--- src/rtl/clk_div_monitor.sv ---
// Divider self-check: synchronizes an even-ratio divider output, measures its
// period and high time in clk cycles, and tracks lock with a sticky loss-of-lock flag.
module clk_div_monitor #(
    parameter int DIV_RATIO = 4,
    parameter int CNT_W     = 8,
    parameter int LOCK_CNT  = 3
) (
    input  logic             clk,
    input  logic             reset,
    input  logic             div_in,
    input  logic             err_clr,
    output logic             rise_pulse,
    output logic             fall_pulse,
    output logic [CNT_W-1:0] period,
    output logic [CNT_W-1:0] high_time,
    output logic             period_valid,
    output logic             locked,
    output logic             err,
    output logic [1:0]       state_dbg
);

    localparam int GOOD_W = $clog2(LOCK_CNT + 1);

    localparam logic [CNT_W-1:0]  ONE_V   = CNT_W'(1);
    localparam logic [CNT_W-1:0]  MAX_V   = {CNT_W{1'b1}};
    localparam logic [CNT_W-1:0]  RATIO_V = CNT_W'(DIV_RATIO);
    localparam logic [CNT_W-1:0]  HALF_V  = CNT_W'(DIV_RATIO / 2);
    localparam logic [CNT_W-1:0]  TMO_V   = CNT_W'(2 * DIV_RATIO);
    localparam logic [GOOD_W-1:0] LOCK_V  = GOOD_W'(LOCK_CNT);

    typedef enum logic [1:0] {
        ST_UNARMED  = 2'd0,
        ST_ARMED    = 2'd1,
        ST_COUNTING = 2'd2,
        ST_LOCKED   = 2'd3
    } state_e;

    state_e            state_q, state_d;
    logic              s1_q, s1_d, s2_q, s2_d, s3_q, s3_d;
    logic [CNT_W-1:0]  per_cnt_q, per_cnt_d;
    logic [CNT_W-1:0]  hi_cnt_q, hi_cnt_d;
    logic [CNT_W-1:0]  hi_meas_q, hi_meas_d;
    logic [GOOD_W-1:0] good_cnt_q, good_cnt_d;
    logic              rise_pulse_q, rise_pulse_d;
    logic              fall_pulse_q, fall_pulse_d;
    logic [CNT_W-1:0]  period_q, period_d;
    logic [CNT_W-1:0]  high_time_q, high_time_d;
    logic              period_valid_q, period_valid_d;
    logic              locked_q, locked_d;
    logic              err_q, err_d;

    logic rise, fall, timeout, measure, good_meas, lose;

    always_ff @(posedge clk) begin
        if (reset) begin
            state_q        <= ST_UNARMED;
            s1_q           <= 1'b0;
            s2_q           <= 1'b0;
            s3_q           <= 1'b0;
            per_cnt_q      <= '0;
            hi_cnt_q       <= '0;
            hi_meas_q      <= '0;
            good_cnt_q     <= '0;
            rise_pulse_q   <= 1'b0;
            fall_pulse_q   <= 1'b0;
            period_q       <= '0;
            high_time_q    <= '0;
            period_valid_q <= 1'b0;
            locked_q       <= 1'b0;
            err_q          <= 1'b0;
        end else begin
            state_q        <= state_d;
            s1_q           <= s1_d;
            s2_q           <= s2_d;
            s3_q           <= s3_d;
            per_cnt_q      <= per_cnt_d;
            hi_cnt_q       <= hi_cnt_d;
            hi_meas_q      <= hi_meas_d;
            good_cnt_q     <= good_cnt_d;
            rise_pulse_q   <= rise_pulse_d;
            fall_pulse_q   <= fall_pulse_d;
            period_q       <= period_d;
            high_time_q    <= high_time_d;
            period_valid_q <= period_valid_d;
            locked_q       <= locked_d;
            err_q          <= err_d;
        end
    end

    // Synchronizer, edge detection and the two measurement counters.
    always_comb begin
        s1_d = div_in;
        s2_d = s1_q;
        s3_d = s2_q;
        rise = s2_q & ~s3_q;
        fall = ~s2_q & s3_q;

        per_cnt_d = (per_cnt_q == MAX_V) ? MAX_V : per_cnt_q + ONE_V;
        if (rise) per_cnt_d = ONE_V;

        hi_cnt_d = hi_cnt_q;
        if (rise) hi_cnt_d = ONE_V;
        else if (s2_q && hi_cnt_q != MAX_V) hi_cnt_d = hi_cnt_q + ONE_V;

        hi_meas_d = fall ? hi_cnt_q : hi_meas_q;

        timeout   = ~rise && (per_cnt_q == TMO_V);
        measure   = rise && (state_q != ST_UNARMED);
        good_meas = (per_cnt_q == RATIO_V) && (hi_meas_q == HALF_V);
    end

    // Lock FSM; a timeout can only occur in a cycle without a rising edge.
    always_comb begin
        state_d    = state_q;
        good_cnt_d = good_cnt_q;
        lose       = 1'b0;
        if (timeout) begin
            state_d    = ST_UNARMED;
            good_cnt_d = '0;
            lose       = locked_q;
        end else if (rise) begin
            if (state_q == ST_UNARMED) begin
                state_d = ST_ARMED;
            end else if (good_meas) begin
                good_cnt_d = (good_cnt_q == LOCK_V) ? LOCK_V : good_cnt_q + GOOD_W'(1);
                state_d    = (good_cnt_d == LOCK_V) ? ST_LOCKED : ST_COUNTING;
            end else begin
                good_cnt_d = '0;
                state_d    = ST_ARMED;
                lose       = locked_q;
            end
        end
    end

    // Registered outputs; locked follows the LOCKED state one edge late but drops at once.
    always_comb begin
        rise_pulse_d   = rise;
        fall_pulse_d   = fall;
        period_valid_d = measure;
        period_d       = measure ? per_cnt_q : period_q;
        high_time_d    = measure ? hi_meas_q : high_time_q;
        locked_d       = (state_q == ST_LOCKED) && (state_d == ST_LOCKED);
        err_d          = err_q;
        if (err_clr) err_d = 1'b0;
        if (lose) err_d = 1'b1;
    end

    assign rise_pulse   = rise_pulse_q;
    assign fall_pulse   = fall_pulse_q;
    assign period       = period_q;
    assign high_time    = high_time_q;
    assign period_valid = period_valid_q;
    assign locked       = locked_q;
    assign err          = err_q;
    assign state_dbg    = state_q;

endmodule
--- config.mk ---
export PLATFORM = sky130hd
export DESIGN_NAME = clk_div_monitor
export DESIGN_NICKNAME = d
export VERILOG_FILES = /design/src/rtl/clk_div_monitor.sv
export SDC_FILE = /design/constraint.sdc
export NUM_CORES = 1
export LEC_CHECK = 0
export ABC_AREA = 1
export BUFFER_PORTS_ARGS = -buffer_cell sky130_fd_sc_hd__buf_2
export CAP_MARGIN = 20
export CORE_MARGIN = 2
export CORE_UTILIZATION = 30
export DETAILED_ROUTE_END_ITERATION = 7
export SYNTH_ARGS = -nofsm -noshare
export SYNTH_HDL_FRONTEND = slang
export SYNTH_SLANG_ARGS = --single-unit
--- constraint.sdc ---
create_clock -name clk -period 1.75 [get_ports clk]
set_clock_uncertainty 0.2 [all_clocks]
set_input_delay 0.0875 -clock clk [delete_from_list [all_inputs] [get_ports clk]]
set_output_delay 0.0875 -clock clk [all_outputs]
set_load 0.01 [all_outputs]
* Yosys cells after proc, flatten, opt, wreduce, memory -nomap -nowiden
Cells that the tools add are included.
Cells by class: reduce and logical (&&, ||, !) cells 12, eq/ne operators 9, bitwise operators 6, add/sub/neg operators 3, mux-type cells 17
Operators by type and width (count):
- adder 8 x 1 -> 8 bit, second input constant | 2
- two-way mux 2 bit | 6
- two-way mux 1 bit | 10
- == test 2 bit, second input constant | 4
- == test 8 x 2 -> 1 bit, second input constant | 1
- == test 8 x 3 -> 1 bit, second input constant | 1
- == test 8 x 4 -> 1 bit, second input constant | 1
- == test 8 bit, second input constant | 1
- two-way mux 8 bit | 1
- != test 8 bit, second input constant | 1
- nonzero test 2 bit | 3
- logical AND 1 bit | 5
- NOT 1 bit | 4
- OR reduction 2 bit | 2
- adder 2 x 1 -> 2 bit, second input constant | 1
- bitwise AND 1 bit | 2
- logical NOT 2 bit | 1
- AND reduction 2 bit | 1
Storage, ports and cells: flip-flop bits (word level) 52, word-level logic and storage cells 64, input port bits 4

* Logic depth before layout (Yosys ltp)
Gate-level depths: netlist of the first run.
word-level depth 10, depth in mapped cells 9, gate-level depth less buffers 9

* Worst setup path before layout of the first run
No wires, ideal clock.
kind reg2reg, from register hi_cnt_q[0], to register hi_cnt_q[0], arrival 1.232 ns, path slack 0.260 ns, stages on the path, launching flop included 10, path buffers 0, setup time 0.058 ns, cell sequence dfxtp_1 -> ha_1 -> nand2_1 -> nor3_4 -> nand2_1 -> nand2_2 -> nand2_1 -> nand2_1 -> nand2_1 -> nand2_1
On the way: longest elaborated chain between the ends 3, elaborated cells between the ends (all ways) 6
Ends and longest elaborated chain:
- start, declared | line 41 | logic [CNT_W-1:0] hi_cnt_q, hi_cnt_d;
- start signal, assigned | line 77 | hi_cnt_q <= hi_cnt_d;
- adder 8 x 1 -> 8 bit or != test 8 bit (tied branches) | line 103 | else if (s2_q && hi_cnt_q != MAX_V) hi_cnt_d = hi_cnt_q + ONE_V;
- two-way mux 1 bit or logical AND 1 bit (tied branches) | line 103
- two-way mux 1 bit or nonzero test 2 bit (tied branches)
Parallel ways exist; a longest one is shown, timed or not. The select of a mux whose other input is x is not followed. A chain may end at the register's enable or synchronous reset.

* Worst setup path after layout of the first run
from register per_cnt_q[1], to register err_q, in the netlist err
On the way: longest elaborated chain between the ends 7, elaborated cells between the ends (all ways) 10
Ends and longest elaborated chain:
- start, declared | line 40 | logic [CNT_W-1:0] per_cnt_q, per_cnt_d;
- start signal, assigned | line 76 | per_cnt_q <= per_cnt_d;
- == test 8 x 3 -> 1 bit | line 109 | good_meas = (per_cnt_q == RATIO_V) && (hi_meas_q == HALF_V);
- logical AND 1 bit | line 109
- two-way mux 1 bit | line 124 | end else if (good_meas) begin
- two-way mux 1 bit | line 122 | if (state_q == ST_UNARMED) begin
- two-way mux 1 bit | line 121 | end else if (rise) begin
- two-way mux 1 bit (*) | line 117 | if (timeout) begin
- two-way mux 1 bit or nonzero test 2 bit (tied branches)
- end signal, assigned | line 86 | err_q <= err_d;
- end, declared | line 50 | logic err_q, err_d;
Mark *: on every way between the ends. The rest lies on a longest branch, timed or not.

==> flow_metrics.tcl, run 1 <==
set metrics [dict create \
    met3_length_um 156 \
    grt_start_max_net_pins 29 \
    wl_per_cell_um 10.6 \
    syn-mean-instance-area_um2 7.63 \
    cp_slowest_cell "dfxtp_1" \
    utilization 0.366 \
    p_per_area_nw_per_um2 802 \
    routed.top_layer "met4" \
    firstDrtPassIters 4 \
    wl_um 4310 \
    slew_headroom 0.706 \
    critPathCaptureType "flip-flop" \
    register_area_um2 1040 \
    cts_tree "done" \
    start_util 0.311 \
    grt-ovfl-total 0 \
    synth-seq-area-share 0.492 \
    min_path_type "reg -> reg" \
    viasPerCell 4.31 \
    fmax_ghz 0.616 \
    cp.depth 8 \
    min_path_cells 2 \
    setup_viol 0 \
    p_leak_nw 1.09 \
    placed_area_um2 2360 \
    rsz0062_at_grt "true" \
    coreArea_um2 6790 \
    clk_path_buf_depth 2 \
    dr_wl_met2_um 1820 \
    area_growth_pct 17.6 \
    clk_pin_slew_ns 0.08 \
    dieArea_um2 7740 \
    io_buffer_count 26 \
    synth_nets 284 \
    synth_seq_cells 52 \
    fin_nets 318 \
    cp_cell_sequence "inv_1 -> ha_1 -> nand3_1 -> nor3_1 -> inv_1 -> nand2_1 -> nand2_1 -> a21oi_1" \
    syn_inst 277 \
    max-vdd-ir-drop_mv 0.269 \
    ys.warnings.count 0 \
    drv_slew 0 \
    grt_pass1_vias 1566 \
    route.detailed.drc 0 \
    cts_buffers 5 \
    grt_antenna_before_repair 0 \
    crit_type "reg -> reg" \
    fin_area_um2 2490 \
    r2r_cells 8 \
    critPathRequiredTime_ns 1.79 \
    dp.cells 395 \
    max-cap-violations 0 \
    clock-sinks 52 \
    crit_buf_inv 2 \
    synth_cell_types 31 \
    gp_congestion 0.802 \
    h-tree-depth 2 \
    cp_slowest_stage_delay_ns 0.34 \
    ant_nets 0 \
    wl_met1_um 2260 \
    start_kind "flip-flop" \
    worstMarginPinSlew_ns 0.440 \
    grt_pass1_wl_um 7390 \
    placementRows 30 \
    drive_above_1_share 0.161 \
    final_cell_mix "nor2_1, dfxtp_1, nand2_1, buf_2, inv_1" \
    io_pins 27 \
    syn_area_um2 2110 \
    fin_cells 407 \
    die_w_um 88.0 \
    final_common_cell "nor2_1" \
    path_max_fanout 3 \
    cp.arrival_ns 1.67 \
    worst_skew_pair.late_latency_ns 0.30 \
    multi_input_area_um2 922 \
    hpwl_um 3170 \
    status "complete, no violations" \
    num_antenna_cells 0 \
    grt_util_all_layers 0.123 \
    cpLargestDelayFamily "simple AND/OR/NAND/NOR gates" \
    ctsRootBufferMaster "clkbuf_8" \
    hold_violations 0 \
    fill_cells 732 \
    die_h_um 88.0 \
    first_iter_violations 71 \
    layout_worst_path_cycle_share 0.927 \
    period_minus_slack_ns 1.62 \
    vias 1755 \
]
worst paths after layout:
kind / end / slack, ns / startpoint
min reg2reg: s2_q$_SDFF_PP0_ / 0.21 / s1_q$_SDFF_PP0_
max reg2reg: err$_SDFFE_PP0P_ / 0.13 / per_cnt_q[1]$_SDFF_PP0_
min: s2_q$_SDFF_PP0_ / 0.21 / s1_q$_SDFF_PP0_
max: err$_SDFFE_PP0P_ / 0.13 / per_cnt_q[1]$_SDFF_PP0_
per-layer routing:
metal | up-vias | GRT usage
li1 | 952 | -
met1 | 766 | 0.172
met2 | 30 | 0.178
met3 | 7 | 0.0368
met4 | 0 | 0.0462
met5 | - | 0
registers in the layout (all words and copies together), names as in the netlist:
name          count
hi_cnt_q          8
period_valid      1
period            8
locked            1
good_cnt_q        2
hi_meas_q         8
fall_pulse        1
s2_q              1
high_time         8
s1_q              1
err               1
per_cnt_q         8
s3_q              1
rise_pulse        1
state_dbg         2
cells in the mapped netlist, drive strengths merged:
cell type  instances  area share
o21ai             29       0.074
nand2             46       0.083
clkinv             1      0.0024
nor2              62        0.12
nand3             11       0.026
nor3               3       0.012
o31a               1      0.0041
or2                1      0.0030
clkbuf             1      0.0018
xnor2              2      0.0083
inv               28       0.050
nor3b              1      0.0059
nand4              1      0.0030
a31oi              2      0.0059
a21oi             22       0.054
xor2               4       0.017
dfxtp             52        0.49
nand3b             1      0.0036
buf                6       0.018
ha                 3       0.018
through the flow:
step,power (mW),hold WS [ns],setup TNS (ns),setup WS [ns]
2_1_floorplan,1.34,-0.00553,0,0.260
3_3_place_gp,1.38,0.104,0,0.0694
3_5_place_dp,1.38,0.103,0,0.0517
4_1_cts,2.02,0.214,0,0.0282
5_1_grt,2.10,0.231,-0.0212,-0.0123
6_report,2.00,0.213,0,0.127
repair_timing:
action / 4_1_cts / 5_1_grt
endpoints found under the hold margin: 9 / 0
hold buffers: 4 / 0
setup endpoints to repair: 0 / 23
buffers inserted: 0 / 1
gates resized for setup: 0 / 3
cells by family (layout without fill, tap and decap cells):
family                     Yosys count  after routing  share of synthesized area
adders and majority gates            3              3                     0.0178
buffers and inverters               36             70                     0.0716
AOI/OAI and AO/OA                   54             54                      0.138
xor gates and xnor gates             6              6                     0.0249
and+or+nand+nor                    126            126                      0.256
DFF                                 52             52                      0.492
where the power goes:
part           total (mW)  internal (mW)  leakage, nW  switching [mW]
sequential           1.23           1.21        0.422          0.0224
clock               0.638          0.273       0.0410           0.366
combinational       0.127         0.0481        0.628          0.0788
final cells by class:
cell class | count | share of cell area
clock buffers | 6 | 0.0292
clock inverters | 1 | 0.00201
inverters | 29 | 0.0448
multi-input cells | 189 | 0.371
flip-flops and latches | 52 | 0.420
well taps | 96 | 0.0483
repair buffers | 34 | 0.0855
worst register-to-register path, delay by kind of cell (launching register included):
family / cells / cell delay [ns]
compound gates: 1 / 0.11
fa+ha+maj: 1 / 0.19
buf+inv: 2 / 0.23
flops: 1 / 0.34
simple gates: 4 / 0.50
Note: power is estimated with default switching activity, not from simulation.
==> run 2: changes to the inputs <==
--- a/config.mk
+++ b/config.mk
@@ -8,9 +8,11 @@
 export ABC_AREA = 1
 export BUFFER_PORTS_ARGS = -buffer_cell sky130_fd_sc_hd__buf_2
 export CAP_MARGIN = 20
+export CORE_ASPECT_RATIO = 0.9
 export CORE_MARGIN = 2
-export CORE_UTILIZATION = 30
+export CORE_UTILIZATION = 47
 export DETAILED_ROUTE_END_ITERATION = 7
+export PLACE_DENSITY = 0.77
 export SYNTH_ARGS = -nofsm -noshare
 export SYNTH_HDL_FRONTEND = slang
 export SYNTH_SLANG_ARGS = --single-unit
==> run 2 against run 1 <==
- via count grew 1.3%
- flip-flop and latch count is the same
- setup slack gained 0.025 ns
- clock-buffer cell count shrank 1
- core utilization grew 20 points
- largest power group unchanged
==> flow_metrics.tcl, run 2 (same netlist as run 1, synthesis figures left out) <==
set metrics [dict create \
    viasPerCell 4.75 \
    wl_per_cell_um 10.6 \
    rsz0062_at_grt "false" \
    max-cap-violations 0 \
    layout_worst_path_cycle_share 0.913 \
    wl_met1_um 2060 \
    worstMarginPinSlew_ns 0.416 \
    drv_slew 0 \
    io_pins 27 \
    routed.top_layer "met4" \
    critPathCaptureType "flip-flop" \
    period_minus_slack_ns 1.60 \
    crit_top_cell "nand2_1" \
    clk_pin_slew_ns 0.09 \
    ctsRootBufferMaster "clkbuf_8" \
    grt_start_max_net_pins 29 \
    p_per_area_nw_per_um2 887 \
    clock-sinks 52 \
    worst_skew_pair.late_latency_ns 0.31 \
    slew_headroom 0.722 \
    cp_slowest_stage_delay_ns 0.39 \
    wl_um 3960 \
    grt_pass1_wl_um 6540 \
    cp_slowest_cell "dfxtp_1" \
    dieArea_um2 5050 \
    max-vdd-ir-drop_mv 0.464 \
    path_max_fanout 6 \
    cp.arrival_ns 1.66 \
    fin_nets 318 \
    min_path_type "reg -> reg" \
    clk_path_buf_depth 2 \
    vias 1778 \
    grt-ovfl-total 0 \
    placementRows 23 \
    status "complete, no violations" \
    grt_antenna_before_repair 0 \
    grt_util_all_layers 0.174 \
    start_kind "flip-flop" \
    num_antenna_cells 0 \
    hpwl_um 2890 \
    hold_violations 0 \
    crit_type "reg -> reg" \
    route.detailed.drc 0 \
    cp_cell_sequence "ha_1 -> nand2_1 -> nor3_4 -> nand2_1 -> nand2_2 -> nand2_1 -> nand2_1 -> nand2_1 -> nand2_1" \
    cpLargestDelayFamily "simple AND/OR/NAND/NOR gates" \
    grt_pass1_vias 1501 \
    area_growth_pct 17.0 \
    coreArea_um2 4400 \
    crit_buf_inv 0 \
    setup-tns-final_ns 0 \
    p_leak_nw 1.11 \
    fmax_ghz 0.626 \
    gp_congestion 0.896 \
    dr_wl_met2_um 1680 \
    final_common_cell "nor2_1" \
    start_util 0.480 \
    die_h_um 67.6 \
    ant_nets 0 \
    first_iter_violations 122 \
    h-tree-depth 2 \
    die_w_um 74.7 \
    critPathRequiredTime_ns 1.81 \
    cts_buffers 5 \
    io_buffer_count 26 \
    met3_length_um 137 \
    firstDrtPassIters 4 \
    setup_viol 0 \
    drive_above_1_share 0.167 \
    finalPower_mw 2.20 \
    cts_tree "done" \
    final_cell_mix "nor2_1, dfxtp_1, nand2_1, buf_2, inv_1" \
]
run 2: layout make-up:
| class | instances | area (um2) |
|---|---|---|
| Fill cell | 418 | 1930 |
| Clock buffer | 5 | 68.8 |
| Inverter | 29 | 110 |
| Sequential cell | 52 | 1040 |
| Tap cell | 62 | 77.6 |
| Timing Repair Buffer | 34 | 200 |
| Multi-Input combinational cell | 189 | 930 |
| Clock inverter | 3 | 47.5 |
run 2: stage by stage:
step                      utilization  area, um2  instances  hold slack [ns]  setup WS, ns
after floorplan                     -       2110        277         -0.00553         0.260
after detailed placement        0.525       2310        362           0.0948         0.116
after CTS                       0.560       2470        374            0.212        0.0889
final                           0.562       2470        374            0.208         0.152
after global placement          0.525       2310        362           0.0864         0.176
after global routing            0.562       2470        374            0.224        0.0180
run 2: per-layer routing:
metal / up-vias / global-route usage
li1: 952 / -
met1: 788 / 0.232
met2: 31 / 0.259
met3: 7 / 0.0448
met4: 0 / 0.0915
met5: - / 0
run 2: path summary, 6_finish.rpt:
check	startpoint	endpoint	slack, ns	cells after the start
min	s1_q$_SDFF_PP0_	s2_q$_SDFF_PP0_	0.21	2
max	hi_cnt_q[1]$_SDFFE_PP0P_	hi_cnt_q[0]$_SDFFE_PP0P_	0.15	9
max reg2reg	hi_cnt_q[1]$_SDFFE_PP0P_	hi_cnt_q[0]$_SDFFE_PP0P_	0.15	9
min reg2reg	s1_q$_SDFF_PP0_	s2_q$_SDFF_PP0_	0.21	2
run 2: where the power goes:
| group | switching, mW | internal [mW] | total (mW) |
|---|---|---|---|
| clock network | 0.413 | 0.431 | 0.844 |
| logic | 0.0761 | 0.0484 | 0.124 |
| registers | 0.0200 | 1.21 | 1.23 |
run 2: tightest hold or removal path, cell delays in order, from the launching register on:
cell and delay, ns:
dfxtp_1 0.31, inv_1 0.04, nor2_1 0.03
run 2: what timing repair did:
item | in CTS | in global routing
setup endpoints to repair | 0 | 7
hold buffers | 4 | 0
hold endpoints to repair | 9 | 0
resized for setup | 0 | 2
setup buffers | 0 | 0
